==> config.mk <==
export PLATFORM = sky130hd
export DESIGN_NAME = spiart_bridge
export DESIGN_NICKNAME = d
export VERILOG_FILES = /design/src/rtl/spiart_pkg.sv /design/src/rtl/spiart_fifo.sv /design/src/rtl/spiart_bridge.sv
export SDC_FILE = /design/constraint.sdc
export NUM_CORES = 1
export LEC_CHECK = 0
export ABC_AREA = 0
export ABC_CLOCK_PERIOD_IN_PS = 6580
export CORE_MARGIN = 8
export CORE_UTILIZATION = 53
export DETAILED_ROUTE_END_ITERATION = 10
export DONT_BUFFER_PORTS = 1
export GPL_ROUTABILITY_DRIVEN = 0
export PLACE_DENSITY = 0.7
export SLEW_MARGIN = 25
export SYNTH_ARGS = -nofsm -noshare
export SYNTH_HDL_FRONTEND = slang
export SYNTH_SLANG_ARGS = --single-unit
export TNS_END_PERCENT = 100
==> constraint.sdc <==
create_clock -name clk -period 6.58 [get_ports clk]
set_input_delay 1.645 -clock clk [delete_from_list [all_inputs] [get_ports clk]]
set_output_delay 1.645 -clock clk [all_outputs]
set_load 0.005 [all_outputs]
==> src/rtl/spiart_pkg.sv <==
// Shared command encodings, FSM states and the reply descriptor for the
// UART-command to SPI-master bridge.
package spiart_pkg;

  localparam logic [7:0] CMD_SETCFG = "X";
  localparam logic [7:0] CMD_GETCFG = "x";
  localparam logic [7:0] CMD_SETDIV = "C";
  localparam logic [7:0] CMD_GETDIV = "c";
  localparam logic [7:0] CMD_SETCS  = "S";
  localparam logic [7:0] CMD_GETCS  = "s";
  localparam logic [7:0] CMD_BURST  = "B";
  localparam logic [7:0] CMD_NL     = 8'h0A;
  localparam logic [7:0] CMD_ERR    = "?";

  typedef enum logic [3:0] {
    QUIET, IDLE, ARG, LEN, DATA, SPI_START, SPI_WAIT,
    TX1_START, TX1_WAIT, TX2_START, TX2_WAIT, ERROR
  } state_t;

  // Pending UART reply: one or two bytes, then resume in ret.
  typedef struct packed {
    logic [7:0] b1;
    logic [7:0] b2;
    logic       two;
    state_t     ret;
  } reply_t;

  function automatic reply_t mk_reply(input logic [7:0] b1, input logic [7:0] b2,
                                      input logic two, input state_t ret);
    reply_t r;
    r.b1  = b1;
    r.b2  = b2;
    r.two = two;
    r.ret = ret;
    return r;
  endfunction

endpackage

==> src/rtl/spiart_fifo.sv <==
// Show-ahead synchronous byte FIFO: dout presents the head entry while not empty.
module spiart_fifo #(
  parameter int WIDTH = 8,
  parameter int DEPTH = 8
) (
  input  logic             clk,
  input  logic             rst_n,
  input  logic             push,
  input  logic             pop,
  input  logic             flush,
  input  logic [WIDTH-1:0] din,
  output logic [WIDTH-1:0] dout,
  output logic             full,
  output logic             empty
);
  localparam int AW = (DEPTH > 1) ? $clog2(DEPTH) : 1;

  logic [WIDTH-1:0] mem [DEPTH];
  logic [AW-1:0]    wr_ptr, rd_ptr;
  logic [AW:0]      count;
  logic             wr_en, rd_en;

  assign full  = (count == (AW+1)'(DEPTH));
  assign empty = (count == '0);
  assign wr_en = push & ~full;
  assign rd_en = pop & ~empty;
  assign dout  = mem[rd_ptr];

  always_ff @(posedge clk or negedge rst_n) begin
    if (!rst_n) begin
      wr_ptr <= '0;
      rd_ptr <= '0;
      count  <= '0;
    end else if (flush) begin
      wr_ptr <= '0;
      rd_ptr <= '0;
      count  <= '0;
    end else begin
      if (wr_en) wr_ptr <= wr_ptr + 1'b1;
      if (rd_en) rd_ptr <= rd_ptr + 1'b1;
      count <= count + (AW+1)'(wr_en) - (AW+1)'(rd_en);
    end
  end

  // Storage needs no reset; entries are only visible once written.
  always_ff @(posedge clk) begin
    if (wr_en && !flush) mem[wr_ptr] <= din;
  end

endmodule

==> src/rtl/spiart_bridge.sv <==
// UART-command to SPI-master bridge: decodes buffered UART command bytes,
// drives SPI config/GPIO/chip selects and runs length-prefixed SPI bursts.
module spiart_bridge
  import spiart_pkg::*;
#(
  parameter int NCS        = 4,
  parameter int NGPIO      = 3,
  parameter int DIV_INIT   = 255,
  parameter int MAXLEN     = 64,
  parameter int FIFO_DEPTH = 8,
  parameter int TIMEOUT    = 1000000
) (
  input  logic             clk,
  input  logic             rst_n,
  output logic             cpol,
  output logic             cpha,
  output logic [7:0]       divparam,
  output logic [NGPIO-1:0] genio,
  output logic [NCS-1:0]   spi_cs_n,
  input  logic             uart_ready,
  input  logic             uart_rxerr,
  input  logic [7:0]       uart_rx,
  output logic             uart_start,
  input  logic             uart_busy,
  output logic [7:0]       uart_tx,
  output logic [7:0]       spi_tx,
  output logic             spi_start,
  input  logic             spi_busy,
  input  logic [7:0]       spi_rx
);
  localparam int CSW = (NCS > 1) ? $clog2(NCS) : 1;
  localparam int TW  = $clog2(TIMEOUT + 1);
  localparam logic [TW-1:0] TMAX = TW'(TIMEOUT);

  state_t           state, state_d;
  reply_t           rep, rep_d;
  logic [7:0]       cmd, cmd_d, cnt, cnt_d, divp_d, spi_tx_d, xstat;
  logic             cpol_d, cpha_d, cs_act, cs_act_d, in_err, in_err_d;
  logic [NGPIO-1:0] genio_d;
  logic [CSW-1:0]   cs_sel, cs_sel_d;
  logic [NCS-1:0]   cs_mask;
  logic [TW-1:0]    tmo_cnt;
  logic             err, ovf, fail, tmo_hit, waiting;
  logic             push, pop, flush, cs_now;
  logic             fifo_full, fifo_empty;
  logic [7:0]       fifo_dout;

  // A framing error in the same cycle as a byte wins and drops the byte.
  assign push    = uart_ready & ~uart_rxerr;
  assign flush   = (state == ERROR);
  assign fail    = err | ovf;
  assign tmo_hit = (tmo_cnt == TMAX);
  assign waiting = (state inside {ARG, LEN, DATA});

  spiart_fifo #(.WIDTH(8), .DEPTH(FIFO_DEPTH)) u_fifo (
    .clk   (clk),
    .rst_n (rst_n),
    .push  (push),
    .pop   (pop),
    .flush (flush),
    .din   (uart_rx),
    .dout  (fifo_dout),
    .full  (fifo_full),
    .empty (fifo_empty)
  );

  assign uart_start = (state inside {TX1_START, TX2_START});
  assign spi_start  = (state == SPI_START);
  assign uart_tx    = (state inside {TX2_START, TX2_WAIT}) ? rep.b2 : rep.b1;

  // Chip select drops combinationally in the cycle the burst length is accepted.
  always_comb begin
    cs_mask         = '0;
    cs_mask[cs_sel] = cs_act | cs_now;
  end
  assign spi_cs_n = ~cs_mask;

  always_comb begin
    xstat                = '0;
    xstat[NGPIO+1:0]     = {genio, cpha, cpol};
  end

  always_ff @(posedge clk or negedge rst_n) begin
    if (!rst_n) begin
      err <= 1'b0;
      ovf <= 1'b0;
    end else if (flush) begin
      err <= 1'b0;
      ovf <= 1'b0;
    end else begin
      if (uart_rxerr)          err <= 1'b1;
      if (push && fifo_full)   ovf <= 1'b1;
    end
  end

  always_ff @(posedge clk or negedge rst_n) begin
    if (!rst_n)                                    tmo_cnt <= '0;
    else if (pop)                                  tmo_cnt <= '0;
    else if (waiting && fifo_empty && !tmo_hit)    tmo_cnt <= tmo_cnt + 1'b1;
  end

  always_comb begin
    state_d  = state;
    rep_d    = rep;
    cmd_d    = cmd;
    cnt_d    = cnt;
    cpol_d   = cpol;
    cpha_d   = cpha;
    genio_d  = genio;
    divp_d   = divparam;
    cs_sel_d = cs_sel;
    cs_act_d = cs_act;
    spi_tx_d = spi_tx;
    in_err_d = in_err;
    pop      = 1'b0;
    cs_now   = 1'b0;
    case (state)
      QUIET: if (!spi_busy && !uart_busy) state_d = IDLE;
      IDLE: begin
        if (fail) state_d = ERROR;
        else if (!fifo_empty) begin
          pop   = 1'b1;
          cmd_d = fifo_dout;
          state_d = TX1_START;
          case (fifo_dout)
            CMD_SETCFG, CMD_SETDIV, CMD_SETCS: state_d = ARG;
            CMD_BURST:  state_d = LEN;
            CMD_GETCFG: rep_d = mk_reply(fifo_dout, xstat, 1'b1, IDLE);
            CMD_GETDIV: rep_d = mk_reply(fifo_dout, divparam, 1'b1, IDLE);
            CMD_GETCS:  rep_d = mk_reply(fifo_dout, 8'(cs_sel), 1'b1, IDLE);
            CMD_NL:     rep_d = mk_reply(CMD_NL, CMD_NL, 1'b1, IDLE);
            default:    state_d = ERROR;
          endcase
        end
      end
      ARG: begin
        if (fail) state_d = ERROR;
        else if (!fifo_empty) begin
          pop     = 1'b1;
          state_d = TX1_START;
          case (cmd)
            CMD_SETCFG: begin
              cpol_d  = fifo_dout[0];
              cpha_d  = fifo_dout[1];
              genio_d = fifo_dout[NGPIO+1:2];
              rep_d   = mk_reply(cmd, fifo_dout, 1'b1, IDLE);
            end
            CMD_SETDIV: begin
              divp_d = (fifo_dout == 8'd0) ? 8'd1 : fifo_dout;
              rep_d  = mk_reply(cmd, divp_d, 1'b1, IDLE);
            end
            default: begin
              if (int'(fifo_dout) < NCS) begin
                cs_sel_d = fifo_dout[CSW-1:0];
                rep_d    = mk_reply(cmd, fifo_dout, 1'b1, IDLE);
              end else state_d = ERROR;
            end
          endcase
        end else if (tmo_hit) state_d = ERROR;
      end
      LEN: begin
        if (fail) state_d = ERROR;
        else if (!fifo_empty) begin
          pop = 1'b1;
          if (fifo_dout == 8'd0 || int'(fifo_dout) > MAXLEN) state_d = ERROR;
          else begin
            cnt_d    = fifo_dout;
            cs_act_d = 1'b1;
            cs_now   = 1'b1;
            rep_d    = mk_reply(CMD_BURST, 8'd0, 1'b0, DATA);
            state_d  = TX1_START;
          end
        end else if (tmo_hit) state_d = ERROR;
      end
      DATA: begin
        if (fail) state_d = ERROR;
        else if (!fifo_empty) begin
          pop      = 1'b1;
          spi_tx_d = fifo_dout;
          cnt_d    = cnt - 8'd1;
          state_d  = SPI_START;
        end else if (tmo_hit) state_d = ERROR;
      end
      SPI_START: if (spi_busy) state_d = SPI_WAIT;
      SPI_WAIT: begin
        if (!spi_busy) begin
          if (cnt == 8'd0) cs_act_d = 1'b0;
          if (fail) state_d = ERROR;
          else begin
            rep_d   = mk_reply(spi_rx, 8'd0, 1'b0, (cnt == 8'd0) ? IDLE : DATA);
            state_d = TX1_START;
          end
        end
      end
      TX1_START: if (uart_busy) state_d = TX1_WAIT;
      TX1_WAIT: begin
        // The error reply itself is never interrupted; later faults are caught in IDLE.
        if (!uart_busy) begin
          if (fail && !in_err) state_d = ERROR;
          else if (rep.two)    state_d = TX2_START;
          else                 state_d = rep.ret;
        end
      end
      TX2_START: if (uart_busy) state_d = TX2_WAIT;
      TX2_WAIT: begin
        if (!uart_busy) begin
          in_err_d = 1'b0;
          state_d  = rep.ret;
        end
      end
      ERROR: begin
        cs_act_d = 1'b0;
        cnt_d    = 8'd0;
        in_err_d = 1'b1;
        rep_d    = mk_reply(CMD_ERR, CMD_ERR, 1'b1, IDLE);
        state_d  = TX1_START;
      end
      default: state_d = IDLE;
    endcase
  end

  always_ff @(posedge clk or negedge rst_n) begin
    if (!rst_n) state <= QUIET;
    else        state <= state_d;
  end

  always_ff @(posedge clk or negedge rst_n) begin
    if (!rst_n) begin
      rep      <= '0;
      cmd      <= 8'd0;
      cnt      <= 8'd0;
      cpol     <= 1'b0;
      cpha     <= 1'b0;
      genio    <= '0;
      divparam <= 8'(DIV_INIT);
      cs_sel   <= '0;
      cs_act   <= 1'b0;
      spi_tx   <= 8'd0;
      in_err   <= 1'b0;
    end else begin
      rep      <= rep_d;
      cmd      <= cmd_d;
      cnt      <= cnt_d;
      cpol     <= cpol_d;
      cpha     <= cpha_d;
      genio    <= genio_d;
      divparam <= divp_d;
      cs_sel   <= cs_sel_d;
      cs_act   <= cs_act_d;
      spi_tx   <= spi_tx_d;
      in_err   <= in_err_d;
    end
  end

endmodule
Word-level counts from Yosys, hierarchy flattened --
Memory sizes are Yosys's and may differ from the RTL's. Cells that the tools add are included. Widths: inputs -> output; s select.
Storage, ports and cells: flip-flop bits (word level) 98, memory bits (writable) 64, input port bits 22, output and inout port bits 35, word-level logic and storage cells 207, memories kept 1
Memory list:
- u_fifo.mem | words 8, width 8, read ports 1, clocked after Yosys merged registers in 0, write ports 1, line spiart_fifo.sv:18 | logic [WIDTH-1:0] mem [DEPTH];
Operators by class: $add $sub $neg 6, order comparisons 4, eq/ne operators 44, multiplexer cells 76, bitwise gates (word level) 12, reductions and logical operators 43
Operator list (number):
- $mux 21 | 10
- $pmux 21 s5 | 1
- $mux 4 | 23
- $pmux 21 s4 | 1
- $eq 8x7->1 const B | 9
- $mux 8 | 7
- $pmux 4 s12 | 1
- $pmux 21 s2 | 1
- $mux 20 | 2
- $ne 2x2->1 const B | 17
- $pmux 8 s3 | 1
- $add 20x1->20 const B | 1
- $eq 20x20->1 const B | 1
- $eq 4x4->1 const B | 5
- $mux 1 | 20
- $eq 4x3->1 const B | 4
- $logic_not 8->1 | 2
- $reduce_bool 2->1 | 8
- $mux 3 | 5
- $pmux 4 s3 | 1
- $reduce_and 12->1 | 1
- $reduce_and 6->1 | 2
- $reduce_bool 3->1 | 3
- $eq 4x2->1 const B | 2
- other kinds (35) | 57

Logic depth before layout (Yosys ltp) --
An unclocked memory read counts as a cell.
depth after elaboration 10, depth in mapped cells 15

Cells and area by module --
From an unflattened synthesis, not the netlist that was laid out.
Second synthesis, totals: cells, all modules 712, area total of the unflattened synthesis 8398.1 sq um
Modules (own cells, without submodules):
- spiart_bridge | instances 1, cells an instance 545, area an instance 5258.8 sq um, sequential area each 2162.1 sq um
- spiart_fifo | instances 1, cells an instance 167, area an instance 3139.3 sq um, sequential area each 2172.1 sq um

Worst setup path after synthesis --
OpenSTA, ideal clock, no wires.
kind reg2out, start point register u_fifo.rd_ptr[0], end point output port spi_cs_n[1], data arrival time 2.964 ns, slack 1.971 ns, cell stages (with the launch flop) 11, cells stage by stage dfrtp_1 -> buf_6 -> buf_6 -> mux4_2 -> mux2i_1 -> nand4_1 -> o21ai_1 -> and3_1 -> clkbuf_1 -> nor2_1 -> or3b_2
On the way: cells in the longest elaborated chain, start to end 10, elaborated cells on any way between the ends 11, those cells by class order compare: 1; mux: 4; bitwise: 3; reduce/logical: 2; memory: 1
Ends and longest elaborated chain:
- start: declaration | line spiart_fifo.sv:19 | logic [AW-1:0] wr_ptr, rd_ptr;
- start signal: assignment | line spiart_fifo.sv:40 | if (rd_en) rd_ptr <= rd_ptr + 1'b1;
- $mem_v2 8x8 (*)
- $gt 8x7->1 / $logic_not 8->1 (equally long branches) | line spiart_bridge.sv:165 | if (fifo_dout == 8'd0 || int'(fifo_dout) > MAXLEN) state_d = ERROR;
- $logic_or 1x1->1 (*) | line spiart_bridge.sv:165
- $mux 1 (*) | line spiart_bridge.sv:165
- $mux 1 (*) | line spiart_bridge.sv:163 | else if (!fifo_empty) begin
- $mux 1 (*) | line spiart_bridge.sv:162 | if (fail) state_d = ERROR;
- $mux 1 (*) | line spiart_bridge.sv:117 | case (state)
- $or 1x1->1 (*) | line spiart_bridge.sv:74 | cs_mask[cs_sel] = cs_act | cs_now;
- $and 4x4->4 (no source line) (*)
- $not 4->4 (*) | line spiart_bridge.sv:76 | assign spi_cs_n = ~cs_mask;
- end: declaration | line spiart_bridge.sv:19 | output logic [NCS-1:0] spi_cs_n,
Every way passes the cells marked *; elsewhere a longest branch is shown, timed or not.

Worst setup path in the final report --
start point register u_fifo.rd_ptr[0], end point output port spi_cs_n[2]
The elaborated chain is that of the path after synthesis.

==> flow_summary_export.csv <==
group,metric,value,unit
outcome,status,"complete, no violations",
yosys,seq_area_frac_synth,54.3,%
die,start_util,53.3,%
timing,relSlewSlack,35.3,%
yosys,synth_edf_count,64,
detailed_routing,routed_wl,19.1,mm
pwr,swShare,38.9,%
pwr,seqPwrFrac,37.5,%
yosys,ys.warnings.count,0,
pwr,pwr-share-clk,26.1,%
yosys,netlist_top_cells_area,"dfrtp_1 (28%), edfxtp_1 (24%), mux4_2 (4.5%)",
finish,drive_gt1_share,13.0,%
pwr,internal_power,2.38,mW
timing,period_needed,5790,ps
run,drv_cap,0,
clocking,postCtsSetupBuffers,0,
grt,first_global_vias,5619,
grt,grt_max_degree,97,
timing,finalCritPeriodShare,88.0,%
detailed_routing,drt_first_pass_iters,7,
die,row_count,45,
detailed_routing,met2_length,9.06,mm
timing,maxSlewViolCount,0,
pwr,p_leak,3.40,nW
yosys,ys_types,61,
grt,antenna_found_initial,0,
die,core-area,15000,um^2
clocking,htree_levels,4,
detailed_routing,wire_per_inst,21.1,um
yosys,synth_nets,753,
timing,skew,13.3,ps
yosys,syn_area,7980,um^2
clocking,tritoncts,"yes",
detailed_routing,dr_total_vias,5702,
yosys,synth_common_cells,"dfrtp_1 (88), nor2_1 (77), nand2_1 (70), edfxtp_1 (64), o21ai_0 (43)",
setup_path,path_max_fanout,11,
detailed_routing,drc_errors,0,
yosys,async_flop_share,60.0,%
pwr,powerDensity,447,nW/um^2
clocking,numCtsBuffers,17,
detailed_routing,post_drt_via_cell_ratio,6.30,
clocking,clock_tree.buffer_depth,2,
pwr,p_comb_share,36.4,%
setup_path,worstPathArrival,4140,ps
placement,place_hpwl,13.2,mm
yosys,postSynthAreaPerCell,11.2,um^2
setup_path,crit_type,"flip-flop to primary output",
clocking,cts.sinks,160,
clocking,insertion_delay,440,ps
die,io_pins,57,
grt,grt_usage,20.2,%
finish,stdcell_count,905,
detailed_routing,drt_iter0_drc,613,
yosys,yosys.area.top_type_share,27.6,%
placement,dpl.cell_count,873,
die,fp.dieH,139,um
timing,max_slew.worst_pin.slew,962,ps
yosys,synth-seq-cells,160,
yosys,synth_most_common_cell,"dfrtp_1",
die,die_area,19200,um^2
clocking,clk_pin_slew,70,ps
timing,setup_violations,0,
timing,setup-tns-final,0,ps
finish,diodes,0,
placement,port_buffers,0,
yosys,ys.flop_type,"dfrtp_1",
setup_path,startpoint_type,"flip-flop",
clocking,holdBufCountCts,0,
timing,final_hold_viol_count,0,
timing,grt_setup_unrepaired,"false",
hold_path,holdCritPathClass,"flip-flop to flip-flop",
finish,nets,742,
die,die_width,139,um
yosys,yosys.area.top_type,"dfrtp_1",
setup_path,cp.required,4930,ps
detailed_routing,route.layer.met1.wl,8.26,mm
detailed_routing,dr_wl_met3,1.43,mm
detailed_routing,top_layer_used,"met4",
grt,grt_pass1_wl,30.9,mm
finish,area_delta_synth_final,9.25,%
setup_path,critical_path.endpoint_type,"primary output",
pwr,max-vdd-ir-drop,0.249,mV
timing,fmax,173,MHz
clocking,cts_root_buffer,"clkbuf_16",
yosys,synthCells,715,
pwr,p_switching,1.51,mW
clocking,post_cts_resized,0,
grt,overflow,0,
detailed_routing,ant_nets,0,
==> layer usage <==
layer  GRT usage, %  vias to the layer above
li1               -                     2590
met1           26.6                     2828
met2           32.3                      246
met3           4.96                       38
met4           6.59                        0
met5              0                        -
==> cell usage in the layout, fill, tap and decap left out, drive strengths merged, types with 5 or more instances in the layout <==
master,synthesis,final
mux4,16,16
o21ai,47,47
nand3,27,27
nand2b,5,5
mux2,26,26
nor2b,7,7
dfrtp,88,88
or2,6,6
nor3,11,11
dfstp,8,8
a211oi,5,5
a221oi,6,6
xnor2,6,6
clkbuf,30,17
clkinv,0,5
a21oi,33,33
o211ai,5,5
o22ai,7,7
a31oi,10,10
ha,15,15
and2,6,6
edfxtp,64,64
buf,8,8
xor2,18,18
inv,22,29
a22o,6,6
mux2i,14,14
nand2,70,70
nor4,7,7
nor2,77,77
and3,9,9
nand4,8,8
==> state kept, by name (all words and copies together) (netlist names), 8 cells and up <==
register and flops:
rep 19, tmo_cnt 20, spi_tx 8, divparam 8, cnt 8, u_fifo.mem 64, cmd 8
==> power groups by stage <==
stage          clock (mW)  combinational (mW)  sequential [mW]
6_report             1.02                1.42             1.46
5_1_grt              1.07                1.55             1.49
4_1_cts              1.03                1.40             1.45
3_5_place_dp            0                1.39             1.47
3_3_place_gp            0                1.35             1.46
2_1_floorplan           0                1.15             1.36
==> area by class of cell <==
cell class | instances | area [um^2]
Multi-Input combinational cell | 495 | 3390
Inverter | 22 | 82.6
Timing Repair Buffer | 8 | 60.1
Tap cell | 188 | 235
Sequential cell | 160 | 4330
Clock inverter | 15 | 193
Fill cell | 1178 | 6260
Clock buffer | 17 | 425
==> metrics by stage <==
stage               utilization, %  worst slack [ps]  hold WS (ps)  total power [mW]  cell area, um^2
floorplan                        -              1970           458              2.50             7980
global placement              54.1              1400           472              2.80             8100
detailed placement            54.1              1300           480              2.86             8100
CTS                           58.2               818           496              3.88             8710
global route                  58.2               555           519              4.11             8720
finish                        58.2               793           495              3.89             8720
==> logic make-up after synthesis <==
family / share of synthesized area (%)
muxes: 10.6
AOI/OAI and AO/OA: 11.7
xor gates and xnor gates: 2.63
buffers and inverters: 3.26
and+or+nand+nor: 14.9
adders and majority gates: 2.60
DFF: 54.3
==> critical path: stages, from the launching register on <==
cell and delay, ps:
dfrtp_1 770, mux4_2 590, mux2i_1 580, nand4_1 350
o21ai_1 360, and3_1 480, nor2_1 110, or3b_2 470
==> worst paths after layout <==
path / cells past startpoint / end / from / slack [ps]
max: 7 / spi_cs_n[2] / u_fifo.rd_ptr[0] / 790
min: 1 / cnt[6] / cnt[6] / 500
max reg2reg: 8 / rep[15] / u_fifo.rd_ptr[0] / 1920
min reg2reg: 1 / cnt[6] / cnt[6] / 500
max in group asynchronous: 0 / divparam[7] / rst_n / 5410
min in group asynchronous: 0 / in_err / rst_n / 900
No activity file was read; power rests on OpenSTA's default activity.
